===== config.mk =====
export PLATFORM = sky130hd
export DESIGN_NAME = regfile_writeback
export DESIGN_NICKNAME = d
export VERILOG_FILES = /design/src/rtl/regfile_writeback.sv
export SDC_FILE = /design/constraint.sdc
export NUM_CORES = 1
export LEC_CHECK = 0
export BUFFER_PORTS_ARGS = -buffer_cell sky130_fd_sc_hd__buf_2
export CAP_MARGIN = 25
export CELL_PAD_IN_SITES_DETAIL_PLACEMENT = 1
export CELL_PAD_IN_SITES_GLOBAL_PLACEMENT = 1
export CORE_ASPECT_RATIO = 0.5
export CORE_MARGIN = 2
export CORE_UTILIZATION = 25
export CTS_CLUSTER_DIAMETER = 30
export DETAILED_ROUTE_END_ITERATION = 12
export PLACE_DENSITY = 0.59
export SYNTH_ARGS = -nofsm -noshare
export SYNTH_HDL_FRONTEND = slang
export SYNTH_SLANG_ARGS = --single-unit

===== constraint.sdc =====
create_clock -name clk -period 3.3 [get_ports clk]
set_clock_uncertainty 0.15 [all_clocks]
set_input_delay 0.165 -clock clk [delete_from_list [all_inputs] [get_ports clk]]
set_output_delay 0.165 -clock clk [all_outputs]
set_load 0.01 [all_outputs]

===== src/rtl/regfile_writeback.sv =====
// Write-side driver for the 32x32 register file: merges ALU results and FIFO-buffered
// load results onto the single write port and reports pending destinations.
module regfile_writeback #(
  parameter int unsigned DEPTH        = 4,
  parameter int unsigned STARVE_LIMIT = 4
) (
  input  logic                     clk,
  input  logic                     rst_n,
  input  logic                     alu_valid,
  output logic                     alu_ready,
  input  logic [4:0]               alu_rd,
  input  logic [31:0]              alu_data,
  input  logic                     mem_valid,
  input  logic [4:0]               mem_rd,
  input  logic [31:0]              mem_data,
  output logic [4:0]               rd_addr,
  output logic [31:0]              data_in,
  output logic                     write_enable,
  output logic [31:0]              busy_mask,
  output logic [$clog2(DEPTH):0]   fifo_count,
  output logic                     mem_overflow
);

  localparam int unsigned AW = $clog2(DEPTH);
  localparam int unsigned CW = AW + 1;
  localparam int unsigned SW = $clog2(STARVE_LIMIT + 2);
  localparam logic [SW-1:0] SLIM = SW'(STARVE_LIMIT);
  localparam logic [CW-1:0] FULL = CW'(DEPTH);

  logic [4:0]    fifo_rd_q   [DEPTH];
  logic [31:0]   fifo_data_q [DEPTH];
  logic [AW-1:0] wr_ptr_q, rd_ptr_q;
  logic [CW-1:0] count_q, count_d;
  logic [SW-1:0] starve_q, starve_d;
  logic [4:0]    rd_q, rd_d;
  logic [31:0]   data_q, data_d;
  logic          we_q, we_d;
  logic          ovf_q, ovf_d;

  logic          fifo_ne, fifo_full, fifo_prio, alu_take, pop, push, sel;
  logic [4:0]    sel_rd;
  logic [31:0]   sel_data;

  always_comb begin
    fifo_ne   = (count_q != '0);
    fifo_full = (count_q == FULL);
    fifo_prio = fifo_ne && (starve_q < SLIM);
    alu_ready = !fifo_prio;
    alu_take  = alu_valid && !fifo_prio;
    pop       = fifo_prio || (!alu_valid && fifo_ne);
    // A full FIFO still accepts a push when the head leaves in the same cycle.
    push      = mem_valid && (!fifo_full || pop);
    ovf_d     = ovf_q || (mem_valid && fifo_full && !pop);

    count_d = count_q;
    unique case ({push, pop})
      2'b10:   count_d = count_q + CW'(1);
      2'b01:   count_d = count_q - CW'(1);
      default: count_d = count_q;
    endcase

    starve_d = '0;
    if (alu_valid && fifo_prio)
      starve_d = (starve_q == SLIM) ? starve_q : starve_q + SW'(1);

    sel      = pop || alu_take;
    sel_rd   = pop ? fifo_rd_q[rd_ptr_q]   : alu_rd;
    sel_data = pop ? fifo_data_q[rd_ptr_q] : alu_data;
    we_d     = sel && (sel_rd != '0);
    rd_d     = we_d ? sel_rd   : rd_q;
    data_d   = we_d ? sel_data : data_q;
  end

  always_ff @(posedge clk) begin
    if (push) begin
      fifo_rd_q[wr_ptr_q]   <= mem_rd;
      fifo_data_q[wr_ptr_q] <= mem_data;
    end
  end

  always_ff @(posedge clk or negedge rst_n) begin
    if (!rst_n) begin
      wr_ptr_q <= '0;
      rd_ptr_q <= '0;
      count_q  <= '0;
      starve_q <= '0;
      rd_q     <= '0;
      data_q   <= '0;
      we_q     <= 1'b0;
      ovf_q    <= 1'b0;
    end else begin
      if (push) wr_ptr_q <= wr_ptr_q + AW'(1);
      if (pop)  rd_ptr_q <= rd_ptr_q + AW'(1);
      count_q  <= count_d;
      starve_q <= starve_d;
      rd_q     <= rd_d;
      data_q   <= data_d;
      we_q     <= we_d;
      ovf_q    <= ovf_d;
    end
  end

  always_comb begin
    busy_mask = '0;
    for (int unsigned i = 0; i < DEPTH; i++) begin
      if (CW'(i) < count_q)
        busy_mask[fifo_rd_q[rd_ptr_q + AW'(i)]] = 1'b1;
    end
    if (we_q) busy_mask[rd_q] = 1'b1;
    busy_mask[0] = 1'b0;
  end

  assign rd_addr      = rd_q;
  assign data_in      = data_q;
  assign write_enable = we_q;
  assign fifo_count   = count_q;
  assign mem_overflow = ovf_q;

endmodule

==> results.ini, run 1 <==
[routing]
firstDrtPassIters = 5
drc = 0
route.antenna.remaining_nets = 0
drt_wl_total_um = 30750
wl_per_cell_um = 20.58
vias_per_cell = 4.774
drt_iter0_markers = 476
via_count = 7133

[place]
portBuffers = 151
place_area_mm2 = 0.01110
dpl.hpwl_um = 21080
gp_congestion = 0.8555
dp_slack_ps = 311.7

[layout]
nFillCells = 4125
syn_to_final_growth_pct = 30.08
nNetsFinal = 1049
multi_input_area_mm2 = 0.003725
seq_area_mm2 = 0.005678
post-route-cell-area_mm2 = 0.01251
drive_above_1_share_pct = 30.32

[setup_path]
crit-reg2reg-capture = data_in[4]$_DFFE_PN0P_
cp_num_cells = 7
crit_family = buffers and inverters
reg2reg_slack_ps = 390
crit_path_top_delay_cell = dfrtp_4
path_common_cell = buf_4
cp_cell_sequence = buf_4 -> mux4_2 -> nor2b_1 -> buf_4 -> a22oi_1 -> nand3_1 -> buf_2
worstPathArrival_ps = 2850
slowest_delay_ps = 570
crit_start = rd_ptr_q[1]$_DFFE_PN0N_
cp-start-kind = register
critical_path.max_fanout = 18
endpoint_kind = output pin
critPathBufInv = 3
reg2regPathDepth = 5
r2r_start = rd_ptr_q[0]$_DFFE_PN0N_
crit_type = reg2out
critPathRequiredTime_ps = 2980
cp-endpoint = busy_mask[12]

[timing]
hold_viol_final = 0
setup_viol_count_final = 0
worst_slew_pin_slew_ps = 1065
setup_tns_ps = 0
fin_crit_ps = 3170
finalCritPeriodShare_pct = 96.05
worst_slack_ps = 130.3
maxSlewHeadroom_pct = 28.72
rsz0062_at_grt = true
drv_slew = 0
timing.fmax_mhz = 315.5

[synth]
synth_top_area_share_pct = 46.21
syn_avg_cell_area_um2 = 13.32
synth_area_mm2 = 0.009617
async_flop_share_pct = 24.87
ys_warn_count = 0
ys.flop_type = edfxtp_1
syn_inst = 722
yosys_register_bits = 197
yosys-top-cells-area = edfxtp_1, dfrtp_1, mux4_2, nand2_1, a22oi_1
synth_edf_count = 148
synth_cell_types = 51
yosys.area.top_type = edfxtp_1
syn_nets = 811
synth_seq_area_share_pct = 58.96
synth_common_cells = edfxtp_1, nand2_1, mux4_2, dfrtp_1, a22oi_1

[clock_network]
cts.clk_slew.worst_paths_ps = 80
cts_htree_levels = 4
root_buffer = clkbuf_16
cts_tree = done
cts_made_buffers = 17
cts.sinks = 197
cts_buffer_depth = 2
insertion_delay_ps = 430
postCtsSetupRepairBufs = 0

[status]
status = finished clean

[global_routing]
gr-usage-all-layers_pct = 15.53
grt_pass1_wl_um = 47290
antenna_found_initial = 1
grt_pass1_vias = 7900
grt_remaining_overflow = 0
grt_max_degree = 40

[run]
maxCapViolations = 0

[floorplanning]
dieArea_mm2 = 0.04015
die_y_um = 142.7
pin_count = 153
rows = 50
die_w_um = 281.4
start_util_pct = 25.53
core_area_mm2 = 0.03766

[power_and_ir_drop]
power_density_mw_per_mm2 = 966.8
power.leakage_uw = 0.004864
max-vdd-ir-drop_v = 0.0004063

[worst_hold_path]
hold_depth = 3
hold_path.class = in2reg

-- through the flow --
step	utilization, %	cells	hold WS, ps	total power (uW)
finish	33.22	1494	51.37	12090
global route	33.22	1494	66.38	12840
CTS	33.15	1493	36.66	12170
detailed placement	29.47	1385	29.67	9995
global placement	29.47	1385	11.36	9822
floorplan	-	722	-280.6	7646
-- cell type report --
| type | count | share of cell area (%) |
|---|---|---|
| clock buffers | 17 | 3.401 |
| flip-flops and latches | 197 | 45.39 |
| inverters | 14 | 0.4201 |
| diodes | 1 | 0.02000 |
| repair buffers | 261 | 14.29 |
| well taps | 520 | 5.201 |
| multi-input cells | 469 | 29.78 |
| clock inverters | 15 | 1.500 |
-- how the worst min path moves through the flow --
stage | startpoint | end | slack (ps)
detailed placement | rst_n | mem_overflow$_DFF_PN0_ | 30
global route | alu_rd[3] | rd_addr[3]$_DFFE_PN0P_ | 70
CTS | alu_rd[3] | rd_addr[3]$_DFFE_PN0P_ | 40
global placement | rst_n | mem_overflow$_DFF_PN0_ | 10
floorplan | rst_n | data_in[0]$_DFFE_PN0P_ | -280
finish | alu_rd[3] | rd_addr[3]$_DFFE_PN0P_ | 50
-- cells by family after synthesis --
logic type                 count (synthesis)  synth area share, %
muxes                                     88                16.42
and+or+nand+nor                          290                14.16
buffers and inverters                     56                2.641
xor gates and xnor gates                   6               0.5464
AOI/OAI and AO/OA                         73                5.803
other                                      1              0.03899
adders and majority gates                 11                1.431
DFF                                      197                58.96
-- what timing repair did --
| item | 4_1_cts | 5_1_grt |
|---|---|---|
| hold buffers | 76 | 0 |
| resized for setup | 3 | 6 |
| setup endpoints to repair | 10 | 19 |
| endpoints found under the hold margin | 209 | 0 |
-- power by group --
group	switching, uW	internal [uW]	leakage (uW)	total [uW]
Clock	1040	1030	0.000291	2070
Sequential	455	3390	0.00194	3840
Combinational	3680	2510	0.00263	6180
-- worst register-to-register path: stages (launching register included) --
cell,delay (ps)
dfrtp_4,510
mux4_2,670
a32o_1,310
a311oi_4,470
buf_12,290
mux2_1,390
-- layer usage --
metal | global-route usage, % | vias up | share of wire [%]
met5 | 0 | - | 0
met4 | 4.283 | 0 | 2.1
met3 | 2.127 | 39 | 3.0
met2 | 29.13 | 149 | 54
met1 | 18.65 | 3728 | 41
li1 | - | 3217 | -
-- state kept, by name, summed over array words and instances (netlist names) --
name          count
data_in          32
fifo_count        3
fifo_data_q     128
fifo_rd_q        20
mem_overflow      1
rd_addr           5
rd_ptr_q          2
starve_q          3
wr_ptr_q          2
write_enable      1
-- cell usage in the layout, fill, tap and decap left out, drive strengths merged, types with 2 or more instances in the layout --
cell type / netlist / routed
or4: 3 / 3
a22oi: 44 / 44
o21bai: 2 / 2
dlygate4sd3: 0 / 76
nand3b: 4 / 4
a32oi: 4 / 4
inv: 14 / 18
nand2b: 4 / 4
clkinv: 0 / 10
mux4: 52 / 52
edfxtp: 148 / 148
and2: 8 / 8
and3: 12 / 12
dfrtp: 49 / 49
nand3: 31 / 31
nand4: 16 / 16
ha: 11 / 11
nand2: 148 / 148
nor2b: 11 / 11
clkbuf: 22 / 17
buf: 20 / 185
nor3b: 11 / 11
o21ai: 5 / 5
nor3: 9 / 9
a21oi: 5 / 5
or4b: 2 / 2
mux2: 35 / 35
nor2: 27 / 27
xnor2: 5 / 5
a2bb2oi: 2 / 2
o221ai: 2 / 2
Power figures use the tool's default switching activity.
==> run 2, diff against run 1 <==
clock period = 3.9 ns   (was 3.3 ns; I/O delays follow)
==> results.ini, run 2 (same netlist as run 1, synthesis figures left out) <==
[place]
place_area_mm2 = 0.01095  ; -1.4%
dp.cells = 1365  ; -1.4%
gp_congestion = 0.8415  ; -1.6%
dp_slack_ps = 765.3  ; +453.5 ps
dpl.hpwl_um = 20220  ; -4.1%
portBuffers = 151  ; unchanged

[setup_path]
r2r_start = rd_ptr_q[0]$_DFFE_PN0N_
crit_type = reg2out
critical_path.max_fanout = 23  ; +5
critPathBufInv = 1  ; -2
crit-reg2reg-capture = data_in[8]$_DFFE_PN0P_
endpoint_kind = output pin
reg2regPathDepth = 5  ; unchanged
critPathRequiredTime_ps = 3560  ; +580 ps
worstPathArrival_ps = 3100  ; +250 ps
crit_family = simple AND/OR/NAND/NOR gates
crit_path_top_delay_cell = nor4b_1
cp-start-kind = register
cp_cell_sequence = mux4_2 -> nor4b_1 -> a22oi_1 -> nand3_1 -> buf_2
slowest_delay_ps = 770  ; +200 ps
reg2reg_slack_ps = 810  ; +420 ps

[power_and_ir_drop]
max-vdd-ir-drop_v = 0.0003534  ; -13%
power_density_mw_per_mm2 = 818.2  ; -15%
power.leakage_uw = 0.004748  ; -2.4%

[routing]
wl_per_cell_um = 20.75  ; +0.85%
drt_wl_total_um = 30570  ; -0.57%
route.antenna.remaining_nets = 0  ; unchanged
firstDrtPassIters = 5  ; unchanged
via_count = 6957  ; -2.5%
drt_iter0_markers = 350  ; -26%
drc = 0  ; unchanged
vias_per_cell = 4.723  ; -1.1%

[global_routing]
grt_pass1_wl_um = 46470  ; -1.7%
gr-usage-all-layers_pct = 15.43  ; -0.10 points
grt_max_degree = 50  ; +25%
grt_pass1_vias = 7636  ; -3.3%
grt_remaining_overflow = 0  ; unchanged
antenna_found_initial = 1  ; unchanged

[timing]
setup_tns_ps = 0  ; unchanged
finalCritPeriodShare_pct = 88.36
worst_slack_ps = 454.0  ; +323.7 ps
maxSlewHeadroom_pct = 33.81  ; +5.1 points
timing.fmax_mhz = 290.2
hold_viol_final = 0  ; unchanged
fin_crit_ps = 3446
drv_slew = 0  ; unchanged
rsz0062_at_grt = false
setup_viol_count_final = 0  ; unchanged
worst_slew_pin_slew_ps = 990.8  ; -74.42 ps

[clock_network]
insertion_delay_ps = 430  ; about the same
cts_tree = done
cts.clk_slew.worst_paths_ps = 60  ; -20 ps
cts.sinks = 197  ; unchanged
cts_made_buffers = 17  ; unchanged
cts_buffer_depth = 2  ; unchanged
cts_htree_levels = 4  ; unchanged
root_buffer = clkbuf_16

[layout]
syn_to_final_growth_pct = 27.78
nNetsFinal = 1028  ; -2.0%
finalNonFillerCells = 1473  ; -1.4%
largest_register_ffs = 128  ; unchanged
drive_above_1_share_pct = 27.84  ; -2.5 points
final_common_cell = buf_2
final_cell_mix = buf_2, nand2_1, edfxtp_1, dlygate4sd3_1, mux4_2
largest-register = fifo_data_q
fin_util_pct = 32.63  ; -0.59 points
post-route-cell-area_mm2 = 0.01229  ; -1.8%
nFillCells = 4159  ; +0.82%

[worst_hold_path]
holdCritStartpoint = alu_data[9]
hold_depth = 4  ; +1
hold_path.class = in2reg
worstHoldEndpoint = data_in[9]$_DFFE_PN0P_

[floorplanning]
rows = 50  ; unchanged
pin_count = 153  ; unchanged
core_area_mm2 = 0.03766  ; unchanged
die_w_um = 281.4  ; unchanged
die_y_um = 142.7  ; unchanged
start_util_pct = 25.53  ; unchanged
dieArea_mm2 = 0.04015  ; unchanged

[status]
status = finished clean

[run]
maxCapViolations = 0  ; unchanged

[run 2: where the power goes]
part           switching, uW  internal, uW
logic                   2990          1980
clock network            792           956
registers                472          2870
total                   4250          5800
[run 2: repair_timing]
| action | in CTS | in global routing |
|---|---|---|
| setup buffers | 0 | 0 |
| hold buffers | 75 | 0 |
| endpoints found under the hold margin | 236 | 0 |
| resized for setup | 0 | 0 |
[run 2: final cells by class]
class / count / area, um^2 / area share (%)
multi-input cells: 469 / 3697 / 30.09
clock buffers: 22 / 475.5 / 3.869
flip-flops and latches: 197 / 5675 / 46.19
diodes: 1 / 2.502 / 0.02036
well taps: 520 / 650.6 / 5.295
clock inverters: 10 / 110.1 / 0.8960
repair buffers: 240 / 1624 / 13.22
inverters: 14 / 52.55 / 0.4277
[run 2: tightest hold or removal path, delay by kind of cell]
family	cells	cell delay, ps
mux	1	140
simple gates	2	120
buf+inv	1	100
[run 2: stage by stage]
step | hold WS, ps | total power [uW]
floorplan | -250.6 | 6470
global placement | 208.9 | 8188
detailed placement | 234.5 | 8320
CTS | 11.40 | 10150
global route | 10.93 | 10680
finish | 23.39 | 10050
[run 2: how the worst max path moves through the flow]
stage / from / to / slack (ps) / cells past startpoint
global route: rd_ptr_q[0]$_DFFE_PN0N_ / busy_mask[3] / 280 / 6
global placement: rd_ptr_q[0]$_DFFE_PN0N_ / data_in[2]$_DFFE_PN0P_ / 830 / 7
CTS: rd_ptr_q[0]$_DFFE_PN0N_ / busy_mask[17] / 470 / 5
finish: rd_ptr_q[0]$_DFFE_PN0N_ / busy_mask[17] / 450 / 5
detailed placement: rd_ptr_q[0]$_DFFE_PN0N_ / data_in[10]$_DFFE_PN0P_ / 770 / 7
floorplan: fifo_count[0]$_DFFE_PN0P_ / data_in[14]$_DFFE_PN0P_ / 1100 / 9
[run 2: per-layer routing]
layer	wire [um]	track usage, %	up-vias
met1	12340	18.22	3599
met2	16600	28.92	144
li1	-	-	3172
met4	596	5.067	0
met5	0	0	-
met3	1026	2.127	42
==> run 3, diff against run 2 <==
clock period = 4.4 ns   (was 3.9 ns; I/O delays follow)
==> results.ini, run 3 (same netlist as run 1, synthesis figures left out) <==
[clock_network]
cts.sinks = 197  ; unchanged
cts_buffer_depth = 2  ; unchanged
cts_tree = done
ctsHoldBuffers = 71  ; -5.3%
cts_htree_levels = 4  ; unchanged
cts_made_buffers = 17  ; unchanged
postCtsSetupRepairBufs = 0  ; unchanged
ctsResizeCount = 0  ; unchanged
insertion_delay_ps = 430  ; about the same
cts.clk_slew.worst_paths_ps = 70  ; about the same
root_buffer = clkbuf_16

[global_routing]
grt_remaining_overflow = 0  ; unchanged
grt_pass1_wl_um = 45930  ; -1.2%
grt_pass1_vias = 7599  ; -0.48%
antenna_found_initial = 0  ; -1
gr-usage-all-layers_pct = 15.12  ; -0.31 points
grt_max_degree = 50  ; unchanged

[layout]
largest_register_ffs = 128  ; unchanged
nNetsFinal = 1022  ; -0.58%
syn_to_final_growth_pct = 27.62
drive_above_1_share_pct = 28.01  ; +0.18 points
diodes = 0  ; -1
final_common_cell = buf_2
nFillCells = 4142  ; -0.41%
largest-register = fifo_data_q
final_cell_mix = buf_2, nand2_1, edfxtp_1, dlygate4sd3_1, mux4_2

[setup_path]
reg2regPathDepth = 5  ; unchanged
crit_type = reg2out
critical_path.max_fanout = 26  ; +13%
worstPathArrival_ps = 3140  ; +40 ps
cp-start-kind = register
endpoint_kind = output pin
critPathRequiredTime_ps = 4030  ; +470 ps

[routing]
vias_per_cell = 4.767  ; +0.93%
route.antenna.remaining_nets = 0  ; unchanged
firstDrtPassIters = 5  ; unchanged
wl_per_cell_um = 20.48  ; -1.3%
drc = 0  ; unchanged
drt_wl_total_um = 30030  ; -1.8%
via_count = 6988  ; +0.45%
drt_iter0_markers = 360  ; +2.9%

[timing]
finalCritPeriodShare_pct = 79.68
hold_slack_ps = 11.42  ; -11.98 ps
hold_viol_final = 0  ; unchanged
maxSlewHeadroom_pct = 30.64  ; -3.2 points
worst_slew_pin_slew_ps = 1038  ; +47.44 ps
drv_slew = 0  ; unchanged
setup_viol_count_final = 0  ; unchanged
timing.fmax_mhz = 285.2
fin_crit_ps = 3506
rsz0062_at_grt = false
setup_tns_ps = 0  ; unchanged

[floorplanning]
pin_count = 153  ; unchanged
die_y_um = 142.7  ; unchanged
rows = 50  ; unchanged
core_area_mm2 = 0.03766  ; unchanged
start_util_pct = 25.53  ; unchanged
die_w_um = 281.4  ; unchanged
dieArea_mm2 = 0.04015  ; unchanged

[power_and_ir_drop]
power.leakage_uw = 0.004726  ; -0.47%
power_density_mw_per_mm2 = 722.6  ; -12%
max-vdd-ir-drop_v = 0.0003093  ; -12%

[worst_hold_path]
hold_depth = 4  ; unchanged
hold_path.class = in2reg

[place]
dpl.hpwl_um = 20680  ; +2.3%
gp_congestion = 0.8744  ; +3.9%
portBuffers = 151  ; unchanged

[run]
maxCapViolations = 0  ; unchanged

[status]
status = finished clean

run 3: cell count changes in the layout (fill, tap and decap cells not counted), sizes merged:
cell / previous run / this run
diode: 1 / 0
clkbuf: 22 / 19
buf: 165 / 163
dlygate4sd3: 75 / 71
inv: 21 / 20
clkinv: 2 / 4
clkinvlp: 0 / 2
run 3: cell type report:
cell class,instances,area [um^2],share of cell area (%)
clock buffers,19,442.9,3.609
clock inverters,13,140.1,1.142
inverters,14,52.55,0.4282
multi-input cells,469,3697,30.13
flip-flops and latches,197,5675,46.24
well taps,520,650.6,5.301
repair buffers,234,1614,13.15
run 3: per-layer routing:
metal  GRT usage [%]  up-vias  part of all wire, %
met4           5.123        0                  2.4
li1                -     3168                    -
met3           2.111       42                  2.9
met5               0        -                    0
met2           28.13      135                   54
met1           17.95     3643                   41
run 3: worst max-delay path: stages (launching register included):
cell	delay, ps
dfrtp_4	700
mux4_2	610
nor2b_1	820
a22oi_1	230
nand3_1	180
buf_2	160
run 3: worst paths after layout:
kind                                          from                   endpoint  slack, ps
setup reg to reg           rd_ptr_q[0]$_DFFE_PN0N_     data_in[2]$_DFFE_PN0P_       1330
setup / recovery           rd_ptr_q[0]$_DFFE_PN0N_              busy_mask[24]        890
hold / removal                         alu_data[2]     data_in[2]$_DFFE_PN0P_         10
hold reg to reg             mem_overflow$_DFF_PN0_     mem_overflow$_DFF_PN0_        330
max in group asynchronous                    rst_n    rd_ptr_q[0]$_DFFE_PN0N_       3230
min in group asynchronous                    rst_n  fifo_count[2]$_DFFE_PN0P_        320
run 3: power by group:
group / switching (uW) / total, uW / internal (uW)
Sequential: 418 / 2950 / 2540
Combinational: 2620 / 4370 / 1750
Clock: 724 / 1540 / 817
Total: 3760 / 8870 / 5100
run 3: metrics by stage:
stage / power, uW / cells / setup WS [ps] / util [%] / cell area [um^2]
6_report: 8868 / 1466 / 894.3 / 32.59 / 12270
5_1_grt: 9439 / 1466 / 742.0 / 32.59 / 12270
2_1_floorplan: 5735 / 722 / 1598 / - / 9617
4_1_cts: 8943 / 1466 / 935.0 / 32.59 / 12270
3_3_place_gp: 7170 / 1359 / 1372 / 28.92 / 10890
3_5_place_dp: 7335 / 1363 / 1268 / 29.15 / 10980
